[src/rtl/alu_pkg.sv]
// Shared definitions for the pipelined ALU: opcode encodings, flag bit
// positions inside the packed flag vector, and a small opcode classifier.
package alu_pkg;

  localparam logic [2:0] OP_NOTA = 3'b000;
  localparam logic [2:0] OP_NOTB = 3'b001;
  localparam logic [2:0] OP_AND  = 3'b010;
  localparam logic [2:0] OP_OR   = 3'b011;
  localparam logic [2:0] OP_XOR  = 3'b100;
  localparam logic [2:0] OP_XNOR = 3'b101;
  localparam logic [2:0] OP_ADD  = 3'b110;
  localparam logic [2:0] OP_SUB  = 3'b111;

  // Bit positions of the flags inside a packed {v,z,n,c} vector.
  localparam int FLAG_C    = 0;
  localparam int FLAG_N    = 1;
  localparam int FLAG_Z    = 2;
  localparam int FLAG_V    = 3;
  localparam int NUM_FLAGS = 4;

  // True for the opcodes that go through the adder and produce c/v.
  function automatic logic is_arith(input logic [2:0] op);
    return (op == OP_ADD) || (op == OP_SUB);
  endfunction

endpackage

[src/rtl/alu_core.sv]
// Combinational ALU datapath used by the second pipeline stage.
// Ports:
//   a, b    : operands (WIDTH bits)
//   op      : 3-bit opcode (see alu_pkg)
//   result  : operation result, modulo 2^WIDTH
//   c,n,z,v : carry / negative / zero / signed-overflow flags of result
module alu_core
  import alu_pkg::*;
#(
  parameter int WIDTH = 32
) (
  input  logic [WIDTH-1:0] a,
  input  logic [WIDTH-1:0] b,
  input  logic [2:0]       op,
  output logic [WIDTH-1:0] result,
  output logic             c,
  output logic             n,
  output logic             z,
  output logic             v
);

  logic             w_is_sub;
  logic             w_is_arith;
  logic [WIDTH-1:0] w_b_eff;
  logic [WIDTH:0]   w_sum;

  assign w_is_sub   = (op == OP_SUB);
  assign w_is_arith = is_arith(op);

  // Subtraction reuses the adder as A + ~B + 1, so carry=1 means no borrow.
  assign w_b_eff = w_is_sub ? ~b : b;
  assign w_sum   = {1'b0, a} + {1'b0, w_b_eff} + {{WIDTH{1'b0}}, w_is_sub};

  // Result multiplexer over the eight opcodes.
  always_comb begin
    result = {WIDTH{1'b0}};
    case (op)
      OP_NOTA: result = ~a;
      OP_NOTB: result = ~b;
      OP_AND:  result = a & b;
      OP_OR:   result = a | b;
      OP_XOR:  result = a ^ b;
      OP_XNOR: result = ~(a ^ b);
      OP_ADD:  result = w_sum[WIDTH-1:0];
      OP_SUB:  result = w_sum[WIDTH-1:0];
      default: result = {WIDTH{1'b0}};
    endcase
  end

  assign n = result[WIDTH-1];
  assign z = (result == {WIDTH{1'b0}});
  assign c = w_is_arith & w_sum[WIDTH];
  // Overflow: both adder inputs share a sign that the sum does not.
  assign v = w_is_arith & (a[WIDTH-1] == w_b_eff[WIDTH-1]) & (w_sum[WIDTH-1] != a[WIDTH-1]);

endmodule

[src/rtl/alu_pipe.sv]
// Two-stage pipelined ALU with valid/ready handshakes on both sides,
// accumulator-chained operand A and sticky carry/overflow flags.
// Ports:
//   clk, reset_n         : clock, asynchronous active-low reset
//   in_valid/in_ready    : operand beat handshake (in_a, in_b, in_op, in_acc_sel)
//   out_valid/out_ready  : result beat handshake (out_result, out_c/n/z/v)
//   sticky_c, sticky_v   : OR of delivered c / v since the last clr_sticky
//   clr_sticky           : synchronous clear of the sticky flags (wins over a handshake)
module alu_pipe
  import alu_pkg::*;
#(
  parameter int WIDTH = 32
) (
  input  logic             clk,
  input  logic             reset_n,
  input  logic             in_valid,
  output logic             in_ready,
  input  logic [WIDTH-1:0] in_a,
  input  logic [WIDTH-1:0] in_b,
  input  logic [2:0]       in_op,
  input  logic             in_acc_sel,
  output logic             out_valid,
  input  logic             out_ready,
  output logic [WIDTH-1:0] out_result,
  output logic             out_c,
  output logic             out_n,
  output logic             out_z,
  output logic             out_v,
  output logic             sticky_c,
  output logic             sticky_v,
  input  logic             clr_sticky
);

  logic                 r_s1_valid;
  logic [WIDTH-1:0]     r_s1_a;
  logic [WIDTH-1:0]     r_s1_b;
  logic [2:0]           r_s1_op;
  logic                 r_s1_acc_sel;

  logic                 r_s2_valid;
  logic [WIDTH-1:0]     r_result;
  logic [NUM_FLAGS-1:0] r_flags;
  logic [WIDTH-1:0]     r_acc;
  logic                 r_sticky_c;
  logic                 r_sticky_v;

  logic                 w_s2_adv;
  logic                 w_in_hs;
  logic                 w_out_hs;
  logic [WIDTH-1:0]     w_core_a;
  logic [WIDTH-1:0]     w_core_result;
  logic [NUM_FLAGS-1:0] w_core_flags;

  assign w_s2_adv = r_s1_valid && (!r_s2_valid || out_ready);
  assign in_ready = !r_s1_valid || w_s2_adv;
  assign w_in_hs  = in_valid && in_ready;
  assign w_out_hs = r_s2_valid && out_ready;

  // The accumulator is written on the same edge the preceding beat leaves S1,
  // so a back-to-back chained beat already sees the fresh value here.
  assign w_core_a = r_s1_acc_sel ? r_acc : r_s1_a;

  alu_core #(
    .WIDTH (WIDTH)
  ) u_core (
    .a      (w_core_a),
    .b      (r_s1_b),
    .op     (r_s1_op),
    .result (w_core_result),
    .c      (w_core_flags[FLAG_C]),
    .n      (w_core_flags[FLAG_N]),
    .z      (w_core_flags[FLAG_Z]),
    .v      (w_core_flags[FLAG_V])
  );

  // Stage 1: capture operand beat on input handshake.
  always_ff @(posedge clk or negedge reset_n) begin
    if (!reset_n) begin
      r_s1_valid   <= 1'b0;
      r_s1_a       <= {WIDTH{1'b0}};
      r_s1_b       <= {WIDTH{1'b0}};
      r_s1_op      <= 3'b000;
      r_s1_acc_sel <= 1'b0;
    end else if (w_in_hs) begin
      r_s1_valid   <= 1'b1;
      r_s1_a       <= in_a;
      r_s1_b       <= in_b;
      r_s1_op      <= in_op;
      r_s1_acc_sel <= in_acc_sel;
    end else if (w_s2_adv) begin
      r_s1_valid   <= 1'b0;
    end
  end

  // Stage 2: register result, flags and accumulator; hold while stalled.
  always_ff @(posedge clk or negedge reset_n) begin
    if (!reset_n) begin
      r_s2_valid <= 1'b0;
      r_result   <= {WIDTH{1'b0}};
      r_flags    <= {NUM_FLAGS{1'b0}};
      r_acc      <= {WIDTH{1'b0}};
    end else if (w_s2_adv) begin
      r_s2_valid <= 1'b1;
      r_result   <= w_core_result;
      r_flags    <= w_core_flags;
      r_acc      <= w_core_result;
    end else if (w_out_hs) begin
      r_s2_valid <= 1'b0;
    end
  end

  // Sticky flags: accumulate delivered c/v; a clear on the same edge wins.
  always_ff @(posedge clk or negedge reset_n) begin
    if (!reset_n) begin
      r_sticky_c <= 1'b0;
      r_sticky_v <= 1'b0;
    end else if (clr_sticky) begin
      r_sticky_c <= 1'b0;
      r_sticky_v <= 1'b0;
    end else if (w_out_hs) begin
      r_sticky_c <= r_sticky_c | r_flags[FLAG_C];
      r_sticky_v <= r_sticky_v | r_flags[FLAG_V];
    end
  end

  assign out_valid  = r_s2_valid;
  assign out_result = r_result;
  assign out_c      = r_flags[FLAG_C];
  assign out_n      = r_flags[FLAG_N];
  assign out_z      = r_flags[FLAG_Z];
  assign out_v      = r_flags[FLAG_V];
  assign sticky_c   = r_sticky_c;
  assign sticky_v   = r_sticky_v;

endmodule

[config.mk]
export PLATFORM = sky130hd
export DESIGN_NAME = alu_pipe
export DESIGN_NICKNAME = d
export VERILOG_FILES = /design/src/rtl/alu_pkg.sv /design/src/rtl/alu_core.sv /design/src/rtl/alu_pipe.sv
export SDC_FILE = /design/constraint.sdc
export NUM_CORES = 1
export LEC_CHECK = 0
export ABC_AREA = 1
export BUFFER_PORTS_ARGS = -buffer_cell sky130_fd_sc_hd__buf_2
export CAP_MARGIN = 0
export CORE_ASPECT_RATIO = 0.6
export CORE_MARGIN = 3
export CORE_UTILIZATION = 28
export DETAILED_ROUTE_END_ITERATION = 16
export PLACE_DENSITY = 0.51
export SLEW_MARGIN = 40
export SYNTH_ARGS = -nofsm -noshare
export SYNTH_HDL_FRONTEND = slang
export SYNTH_SLANG_ARGS = --single-unit
[constraint.sdc]
create_clock -name clk -period 3.1 [get_ports clk]
set_clock_uncertainty 0.05 [all_clocks]
set_input_delay 0.31 -clock clk [delete_from_list [all_inputs] [get_ports clk]]
set_output_delay 0.31 -clock clk [all_outputs]
set_load 0.02 [all_outputs]
Yosys cells after proc, flatten, opt, wreduce, memory -nomap -nowiden:

Cells that the tools add are included.

* bits in registers: 108
* output and inout bits: 40
* input port bits: 73
* word-level logic and storage cells: 57

* reduce and logical (&&, ||, !) cells: 14
* bitwise gates (word level): 11
* eq/ne operators: 9
* multiplexer cells: 11
* $add $sub $neg: 2

Operators with widths (number)
* $pmux W32 S7: 1
* $not A32 Y32: 3
* $mux W32: 2
* $add A32 B32 Y33: 1
* $add A33 B1 Y33: 1
* $and A32 B32 Y32: 1
* $logic_not A32 Y1: 1
* $or A32 B32 Y32: 1
* $xor A32 B32 Y32: 1
* $eq A3 B3 Y1 const B: 4
* $mux W1: 8
* $eq A3 B2 Y1 const B: 2
* $reduce_bool A2 Y1: 3
* $and A1 B1 Y1: 3
* $eq A3 B1 Y1 const B: 1
* $logic_and A1 B1 Y1: 3
* $logic_not A3 Y1: 1
* $logic_or A1 B1 Y1: 3
* $logic_not A1 Y1: 2
* $or A1 B1 Y1: 2
* $reduce_or A2 Y1: 1
* $eq A1 B1 Y1: 1
* $ne A1 B1 Y1: 1

Depth between registers and ports, before layout:

Gate-level depths: netlist of the first run.

* depth after elaboration: 6
* depth in mapped cells: 23
* gate-level depth less buffers: 22

Modules after synthesis:

From an unflattened synthesis of the first run, not the netlist that was laid out.

* cell total of the unflattened synthesis: 1576
* area total of the unflattened synthesis: 10048.4 sq um

By module, submodules not included
* alu_core: times used 1, seq. area each 0.0 sq um, area each 5387.7 sq um, cells an instance 1007
* alu_pipe: times used 1, seq. area each 2702.6 sq um, area each 4660.7 sq um, cells an instance 569

Least setup slack after synthesis of the first run:

Ideal clock, no wire load.

* path kind: reg-to-reg
* start point: register r_s1_op[2]
* end point: register r_flags[2]
* arrival time: 2.844 ns
* buffers on the path: 1
* period minus slack after synthesis: 3.011 ns
* slack: 0.089 ns
* required time: 2.933 ns
* stages on the path, launching flop included: 22
* setup time: 0.117 ns
* cell sequence: dfrtp_1 > inv_2 > nor2_4 > buf_1 > xor2_1 > ha_1 > or2_2 > and2_1 > nand3_1 > nand3_1 > nand2_1 > nand2_1 > nand2_1 > nand3_1 > nand2_1 > nand2_1 > nand2_1 > inv_1 > nand2_1 > nor2_1 > nand3_1 > nand2_1

* cells in the longest elaborated chain, start to end: 6
* elaborated cells on any way between the ends: 14
* those cells by class: 2 x add/sub; 7 x eq/ne; 2 x mux; 3 x reduce/logical

RTL lines
* start, declared: line alu_pipe.sv:37 `logic [2:0] r_s1_op;`
* start signal, assigned: line alu_pipe.sv:88 `r_s1_op <= in_op;`
* $eq A3 B3 Y1: line alu_core.sv:27, alu_core.sv:37
* $mux W32: line alu_core.sv:31 `assign w_b_eff = w_is_sub ? ~b : b;`
* $add A32 B32 Y33: line alu_core.sv:32 `assign w_sum = {1'b0, a} + {1'b0, w_b_eff} + {{WIDTH{1'b0}}, w_is_sub};`
* $add A33 B1 Y33: line alu_core.sv:32
* $pmux W32 S7 *: line alu_core.sv:37 `case (op)`
* $logic_not A32 Y1 *: line alu_core.sv:51 `assign z = (result == {WIDTH{1'b0}});`
* end signal, assigned: line alu_pipe.sv:100 `r_flags <= {NUM_FLAGS{1'b0}};`
* end signal, assigned: line alu_pipe.sv:105 `r_flags <= w_core_flags;`
* end, declared: line alu_pipe.sv:42 `logic [NUM_FLAGS-1:0] r_flags;`

Mark *: on every way between the ends. The rest lies on a longest branch, timed or not.
A chain may end at the register's enable or synchronous reset.

Final worst setup path of the first run:

* start point: register r_s1_op[0]
* end point: register r_flags[2]

Same word-level chain as after synthesis.

==> metrics.txt, run 1 <==
# TYPE chip_impl_metric gauge
chip_impl_info{name="status",value="complete, but fails checks"} 1
chip_impl_info{name="failed_checks",value="setup timing"} 1
chip_impl_metric{name="synthesis.area_per_instance",unit="um2"} 6.660
chip_impl_info{name="timing.hold.worst.class",value="input pin to register"} 1
chip_impl_metric{name="worst_reg_to_reg_setup_slack",unit="ps"} -10
chip_impl_metric{name="layout.filler_cells",unit=""} 3448
chip_impl_metric{name="finalWeightedCongestion",unit=""} 0.9412
chip_impl_metric{name="io_pins",unit=""} 113
chip_impl_metric{name="critPathRequiredTime",unit="ps"} 3370
chip_impl_metric{name="yosys_register_bits",unit=""} 107
chip_impl_info{name="synth_top_area_cell",value="dfrtp_1"} 1
chip_impl_metric{name="power.leakage",unit="nW"} 6.760
chip_impl_metric{name="hold_violations",unit=""} 0
chip_impl_metric{name="cap_viol_max_count",unit=""} 0
chip_impl_info{name="setup.worst_path.class",value="register to register"} 1
chip_impl_metric{name="cts_made_buffers",unit=""} 9
chip_impl_metric{name="port_buffers",unit=""} 112
chip_impl_metric{name="path_clk_slew",unit="ps"} 80
chip_impl_metric{name="grt_usage",unit="%"} 20.26
chip_impl_metric{name="floorplan.initialDensity",unit="%"} 28.59
chip_impl_metric{name="grt_first_pass_wirelength",unit="mm"} 56.03
chip_impl_metric{name="worst-endpoint-arrival",unit="ps"} 3380
chip_impl_metric{name="syn_nets",unit=""} 1569
chip_impl_metric{name="clkSinkCount",unit=""} 107
chip_impl_metric{name="flow.area_growth_from_synthesis",unit="%"} 42.45
chip_impl_metric{name="synth_seq_area_share",unit="%"} 28.72
chip_impl_metric{name="yosys.area_share.simple",unit="%"} 27.79
chip_impl_metric{name="drt_iter0_markers",unit=""} 682
chip_impl_info{name="r2r_start",value="r_s1_op[0]$_DFFE_PN0P_"} 1
chip_impl_metric{name="slew_headroom",unit="%"} 62.03
chip_impl_info{name="worstHoldEndpoint",value="sticky_c$_DFFE_PN0P_"} 1
chip_impl_info{name="clock-root-buffer",value="clkbuf_16"} 1
chip_impl_metric{name="worst_pin_slew",unit="ps"} 569.6
chip_impl_metric{name="yosys.cell_types.count",unit=""} 38
chip_impl_metric{name="power.total",unit="mW"} 12.26
chip_impl_metric{name="dieArea",unit="um2"} 35600
chip_impl_metric{name="ff2ff_path_depth",unit=""} 20
chip_impl_metric{name="crit_fanout",unit=""} 7
chip_impl_metric{name="setup_violations",unit=""} 1
chip_impl_info{name="rsz0062_at_grt",value="true"} 1
chip_impl_metric{name="drc",unit=""} 0
chip_impl_metric{name="routed_wirelength",unit="mm"} 36.51
chip_impl_info{name="setup.worst_path.end_class",value="register"} 1
chip_impl_metric{name="detailed_place_hpwl",unit="mm"} 28.20
chip_impl_metric{name="worst_ir_drop_on_vdd",unit="mV"} 0.4614
chip_impl_info{name="main_flop_type_after_synthesis",value="dfrtp_1"} 1
chip_impl_metric{name="finalNetCount",unit=""} 1858
chip_impl_metric{name="synth-edff-count",unit=""} 0
chip_impl_metric{name="async_reset_ff_share",unit="%"} 100.0
chip_impl_metric{name="floorplan.die.height",unit="um"} 147.4
chip_impl_metric{name="final-max-slew-violation-count",unit=""} 0
chip_impl_info{name="combinational_family_with_the_most_area_after_synthesis",value="simple AND/OR/NAND/NOR gates"} 1
chip_impl_metric{name="detail_route.wl_per_cell",unit="um"} 17.02
chip_impl_info{name="worst_setup_path_start_kind",value="register"} 1
chip_impl_info{name="synthMostInstantiatedCell",value="nand2_1"} 1
chip_impl_metric{name="synth.yosys.warnings",unit=""} 0
chip_impl_metric{name="max_freq",unit="GHz"} 0.3212
chip_impl_metric{name="antenna_found_initial",unit=""} 2
chip_impl_info{name="synth_commonest_cells",value="350 x nand2_1, 198 x inv_1, 154 x nor2_1"} 1
chip_impl_metric{name="clkLatencyLatePin",unit="ps"} 390
chip_impl_metric{name="grt_start_max_net_pins",unit=""} 63
chip_impl_metric{name="synthCells",unit=""} 1400
chip_impl_metric{name="drive_gt1_share",unit="%"} 31.64
chip_impl_metric{name="clock_tree.buffer_depth",unit=""} 2
chip_impl_metric{name="area_fraction_in_compound_gates_after_synthesis",unit="%"} 16.59
chip_impl_metric{name="powerDensity",unit="nW/um2"} 923.2
chip_impl_metric{name="floorplan_row_count",unit=""} 51
chip_impl_info{name="rr_endpoint",value="r_flags[2]$_DFFE_PN0P_"} 1
chip_impl_metric{name="hold_ws",unit="ps"} 40.39
chip_impl_metric{name="synthDominantCellAreaShare",unit="%"} 28.72
chip_impl_metric{name="die_width",unit="um"} 241.6
chip_impl_metric{name="cts-htree-levels",unit=""} 3
chip_impl_info{name="cts_tree",value="yes"} 1
chip_impl_metric{name="via_count_of_the_first_global_routing_pass",unit=""} 9891
chip_impl_metric{name="yosys.area_share.adder",unit="%"} 12.96
chip_impl_metric{name="post_drt_via_cell_ratio",unit=""} 4.760
chip_impl_metric{name="min_path_cells",unit=""} 2
chip_impl_metric{name="core",unit="um2"} 32610
chip_impl_metric{name="vias",unit=""} 10210
chip_impl_metric{name="final.period_utilization",unit="%"} 100.4
chip_impl_info{name="synth.area.top_cells",value="dfrtp_1 29%, nand2_1 14%, ha_1 13%"} 1
chip_impl_metric{name="muxShareOfSynthArea",unit="%"} 0.3623
chip_impl_metric{name="detail_route.first_pass.iterations",unit=""} 6
chip_impl_info{name="hold_path_startpoint",value="clr_sticky"} 1
chip_impl_metric{name="post_synth_xor_area_fraction",unit="%"} 3.100
chip_impl_metric{name="post-route-worst-setup-slack",unit="ps"} -13.33
chip_impl_metric{name="synth.cell_area",unit="um2"} 9324
chip_impl_metric{name="grt_overflow_total",unit=""} 0
chip_impl_metric{name="drt.antenna.violating_nets",unit=""} 0
chip_impl_metric{name="final.min_clock_period",unit="ps"} 3113
cells in the final DEF (no fill, tap or decap), types with 4 or more instances in the layout:
cell	Yosys	routed
nand2_1	350	311
buf_4	4	199
inv_1	198	191
nor2_1	154	128
buf_2	13	111
dfrtp_1	107	106
a21oi_1	108	85
ha_1	95	74
o21ai_0	108	72
nand3_1	76	65
nand2_2	9	43
xor2_1	33	22
o21ai_2	0	21
nor2_2	0	20
a21oi_2	0	20
o22ai_1	20	20
ha_4	0	18
o21ai_1	2	16
buf_12	0	14
nand3_2	0	11
nand3b_1	10	10
nor3_1	10	9
o221ai_1	9	9
nand4_1	9	9
clkbuf_16	0	9
inv_2	2	8
xor2_2	0	8
o211ai_1	8	8
nor2_4	1	7
a2111oi_0	8	6
or2_2	6	5
nand2_4	0	5
o21bai_1	4	4
a211oi_1	5	4
cell families after synthesis:
family	after synthesis
compound gates	279
xor+xnor	33
fa+ha+maj	96
buf+inv	252
flops	107
mux	3
simple gates	630
metal layers:
metal | wire length [um] | GRT usage [%] | vias to the layer above
met5 | 9 | 0 | -
met4 | 708 | 5.435 | 2
met3 | 2038 | 3.940 | 42
met2 | 16000 | 31.22 | 242
met1 | 17750 | 28.94 | 4824
li1 | - | - | 5100
worst max-delay path, cell delays in order (launching register included):
cell	delay (ps)
dfrtp_1	360
nand2_2	80
nor2_4	170
buf_12	170
buf_4	140
xor2_1	230
ha_4	260
a21oi_1	180
o21ai_1	150
a21oi_2	180
buf_4	140
nand4_1	90
nand3_1	130
nand2_1	70
o21ai_2	100
nand2_1	80
inv_1	60
nand2_2	60
nor2_4	170
nand3_2	80
nand2_1	60
area by class of cell:
class / instances / area (um2) / area share, %
Timing Repair Buffer: 330 / 2434 / 18.32
Multi-Input combinational cell: 1041 / 6529 / 49.16
Antenna cell: 1 / 2.502 / 0.01884
Tap cell: 450 / 563.0 / 4.239
Inverter: 200 / 754.5 / 5.681
Sequential cell: 107 / 2679 / 20.17
Clock inverter: 5 / 67.56 / 0.5087
Clock buffer: 11 / 252.7 / 1.903
state kept, by name, summed over array words and instances (netlist names):
signal,flops
sticky_v,1
r_acc,31
sticky_c,1
r_s1_op,3
out_valid,1
r_s1_valid,1
r_s1_acc_sel,1
r_flags,4
r_s1_b,32
r_s1_a,32
what timing repair did:
| item | 4_1_cts | 5_1_grt |
|---|---|---|
| endpoints found under the setup margin | 18 | 20 |
| hold endpoints to repair | 28 | 0 |
| hold buffers | 1 | 0 |
| resized for setup | 127 | 107 |
| gates cloned | 3 | 0 |
| pin swaps | 39 | 35 |
| setup buffers | 20 | 6 |
worst max path at each step:
stage                                 startpoint                      to  slack (ps)  cells after the start
after floorplan           r_s1_op[2]$_DFFE_PN0P_  r_flags[2]$_DFFE_PN0P_          90                     21
after global placement    r_s1_op[1]$_DFFE_PN0P_  r_flags[2]$_DFFE_PN0P_        -600                     20
after detailed placement  r_s1_op[2]$_DFFE_PN0P_  r_flags[2]$_DFFE_PN0P_        -530                     20
after CTS                 r_s1_op[0]$_DFFE_PN0P_  r_flags[2]$_DFFE_PN0P_         -40                     21
after global routing      r_s1_op[0]$_DFFE_PN0P_  r_flags[2]$_DFFE_PN0P_        -240                     25
final                     r_s1_op[0]$_DFFE_PN0P_  r_flags[2]$_DFFE_PN0P_         -10                     20
stage by stage:
stage                     instance area (um2)  TNS [ps]  std cells  utilization [%]  setup WS, ps
final                                   13280    -13.33       2145            40.73        -13.33
after global routing                    13280     -1321       2144            40.72        -237.4
after CTS                               12790    -39.02       2139            39.22        -39.02
after detailed placement                11810     -1479       2099            36.22        -529.2
after global placement                  11810     -1864       2099            36.22        -599.4
after floorplan                          9324         0       1400                -         88.92
power by group:
part / internal, mW / switching [mW] / total, mW
Sequential: 1.73 / 0.328 / 2.06
Clock: 0.684 / 0.630 / 1.31
Combinational: 3.98 / 4.90 / 8.89
No activity file was read; power rests on OpenSTA's default activity.
==> run 2, diff against run 1 <==
--- a/config.mk
+++ b/config.mk
@@ -13,6 +13,7 @@
 export CORE_UTILIZATION = 28
 export DETAILED_ROUTE_END_ITERATION = 16
 export PLACE_DENSITY = 0.51
+export RECOVER_POWER = 100
 export SLEW_MARGIN = 40
 export SYNTH_ARGS = -nofsm -noshare
 export SYNTH_HDL_FRONTEND = slang
==> metrics.txt, run 2 (same netlist as run 1, synthesis figures left out) <==
# TYPE chip_impl_metric gauge
chip_impl_metric{name="hold_violations",unit=""} 0
chip_impl_metric{name="finalNetCount",unit=""} 1858
chip_impl_metric{name="powerDensity",unit="nW/um2"} 925.5
chip_impl_metric{name="grt_overflow_total",unit=""} 0
chip_impl_metric{name="cts_made_buffers",unit=""} 9
chip_impl_metric{name="critPathRequiredTime",unit="ps"} 3370
chip_impl_metric{name="slew_headroom",unit="%"} -14.53
chip_impl_metric{name="final.min_clock_period",unit="ps"} 3095
chip_impl_metric{name="total_neg_setup_slack",unit="ps"} 0
chip_impl_metric{name="grt_start_max_net_pins",unit=""} 63
chip_impl_metric{name="clkSinkCount",unit=""} 107
chip_impl_metric{name="final.period_utilization",unit="%"} 99.83
chip_impl_metric{name="via_count_of_the_first_global_routing_pass",unit=""} 9891
chip_impl_metric{name="routed_wirelength",unit="mm"} 36.51
chip_impl_metric{name="cap_viol_max_count",unit=""} 2
chip_impl_metric{name="hold_ws",unit="ps"} 39.58
chip_impl_info{name="mostFrequentLayoutCells",value="314 x nand2_1, 191 x inv_1, 191 x buf_4"} 1
chip_impl_metric{name="grt_usage",unit="%"} 20.26
chip_impl_metric{name="core",unit="um2"} 32610
chip_impl_metric{name="antenna_found_initial",unit=""} 2
chip_impl_metric{name="instances_no_fill",unit=""} 2145
chip_impl_info{name="rsz0062_at_grt",value="true"} 1
chip_impl_metric{name="drt.antenna.violating_nets",unit=""} 0
chip_impl_metric{name="power.total",unit="mW"} 12.20
chip_impl_info{name="setup.worst_path.class",value="register to register"} 1
chip_impl_metric{name="drive_gt1_share",unit="%"} 29.04
chip_impl_metric{name="dieArea",unit="um2"} 35600
chip_impl_metric{name="drc",unit=""} 0
chip_impl_metric{name="finalWeightedCongestion",unit=""} 0.9412
chip_impl_metric{name="crit_fanout",unit=""} 7
chip_impl_metric{name="floorplan.die.height",unit="um"} 147.4
chip_impl_metric{name="grt_first_pass_wirelength",unit="mm"} 56.03
chip_impl_metric{name="detailed_place_hpwl",unit="mm"} 28.20
chip_impl_metric{name="post_drt_via_cell_ratio",unit=""} 4.779
chip_impl_metric{name="cts-htree-levels",unit=""} 3
chip_impl_metric{name="power.leakage",unit="nW"} 6.606
chip_impl_info{name="timing.hold.worst.class",value="input pin to register"} 1
chip_impl_metric{name="io_pins",unit=""} 113
chip_impl_metric{name="final-max-slew-violation-count",unit=""} 82
chip_impl_metric{name="drt_iter0_markers",unit=""} 738
chip_impl_metric{name="clkLatencyLatePin",unit="ps"} 390
chip_impl_info{name="layout.cells.most_common",value="nand2_1"} 1
chip_impl_metric{name="place.detailed.instances",unit=""} 2099
chip_impl_metric{name="die_width",unit="um"} 241.6
chip_impl_metric{name="detail_route.wl_per_cell",unit="um"} 17.02
chip_impl_metric{name="detail_route.first_pass.iterations",unit=""} 7
chip_impl_metric{name="floorplan.initialDensity",unit="%"} 28.59
chip_impl_info{name="clock-root-buffer",value="clkbuf_16"} 1
chip_impl_info{name="largestRegisters",value="r_s1_a (32), r_s1_b (32), r_acc (31)"} 1
chip_impl_metric{name="worst_pin_slew",unit="ps"} 1718
chip_impl_metric{name="setup_violations",unit=""} 0
chip_impl_info{name="setup.worst_path.end_class",value="register"} 1
chip_impl_metric{name="flow.area_growth_from_synthesis",unit="%"} 41.33
chip_impl_metric{name="floorplan_row_count",unit=""} 51
chip_impl_info{name="worst_setup_path_start_kind",value="register"} 1
chip_impl_metric{name="vias",unit=""} 10250
chip_impl_info{name="cts_tree",value="yes"} 1
chip_impl_metric{name="clock_tree.buffer_depth",unit=""} 2
chip_impl_info{name="status",value="complete, but fails checks"} 1
chip_impl_metric{name="port_buffers",unit=""} 112
chip_impl_metric{name="worst-endpoint-arrival",unit="ps"} 3360
chip_impl_info{name="failed_checks",value="capacitance limit, slew limit"} 1
chip_impl_metric{name="placed_inst_area",unit="um2"} 11810
chip_impl_metric{name="path_clk_slew",unit="ps"} 90
chip_impl_metric{name="max_freq",unit="GHz"} 0.3231
chip_impl_metric{name="worst_ir_drop_on_vdd",unit="mV"} 0.4593
chip_impl_metric{name="postLayoutCellArea",unit="um2"} 13180
run 2: report_power, final:
group          switching (mW)  internal (mW)  leakage (nW)
clock network           0.630          0.684         0.158
logic                    4.90           3.91          5.20
registers               0.334           1.73          1.24
run 2: area by class of cell:
class | count | area [um2]
diodes | 1 | 2.502
repair buffers | 330 | 2342
clock inverters | 5 | 67.56
flip-flops and latches | 107 | 2679
fillers | 3468 | 19430
multi-input cells | 1041 | 6516
inverters | 200 | 754.5
well taps | 450 | 563.0
clock buffers | 11 | 252.7
run 2: metrics by stage:
step	setup WS (ps)	util, %
after global routing	-237.4	40.41
after floorplan	88.92	-
after global placement	-599.4	36.22
after detailed placement	-529.2	36.22
after CTS	-39.02	39.22
final	5.129	40.41
run 2: final timing paths:
kind,from,end,slack (ps),cells past startpoint
hold / removal,clr_sticky,sticky_c$_DFFE_PN0P_,40,2
hold reg to reg,r_s1_a[5]$_DFFE_PN0P_,r_s1_a[5]$_DFFE_PN0P_,470,2
min in group asynchronous,reset_n,r_acc[29]$_DFFE_PN0P_,850,2
max in group asynchronous,reset_n,r_s1_acc_sel$_DFFE_PN0P_,440,3
setup reg to reg,r_s1_op[0]$_DFFE_PN0P_,r_flags[2]$_DFFE_PN0P_,5,20
setup / recovery,r_s1_op[0]$_DFFE_PN0P_,r_flags[2]$_DFFE_PN0P_,5,20
run 2: per-layer routing:
metal | GRT usage (%) | vias up | part of all wire [%]
li1 | - | 5102 | -
met5 | 0 | - | 0.036
met4 | 5.435 | 2 | 2.1
met3 | 3.940 | 47 | 5.1
met1 | 28.94 | 4841 | 49
met2 | 31.22 | 259 | 44
run 2: repair_timing:
item / CTS / global route
hold endpoints to repair: 28 / 0
setup endpoints to repair: 18 / 20
pin swaps: 39 / 35
buffers inserted: 20 / 6
gates resized for setup: 127 / 107
hold buffers: 1 / 0
gates cloned: 3 / 0
run 2: worst max-delay path, cell delays in order, from the launching register on:
cell	delay (ps)
dfrtp_1	360
nand2_2	80
nor2_4	180
buf_12	170
buf_4	140
xor2_1	240
ha_4	260
a21oi_1	180
o21ai_1	140
a21oi_2	180
buf_4	140
nand4_1	90
nand3_1	140
nand2_1	80
o21ai_2	100
nand2_1	80
inv_1	60
nand2_2	60
nor2_4	150
nand3_2	80
nand2_1	60
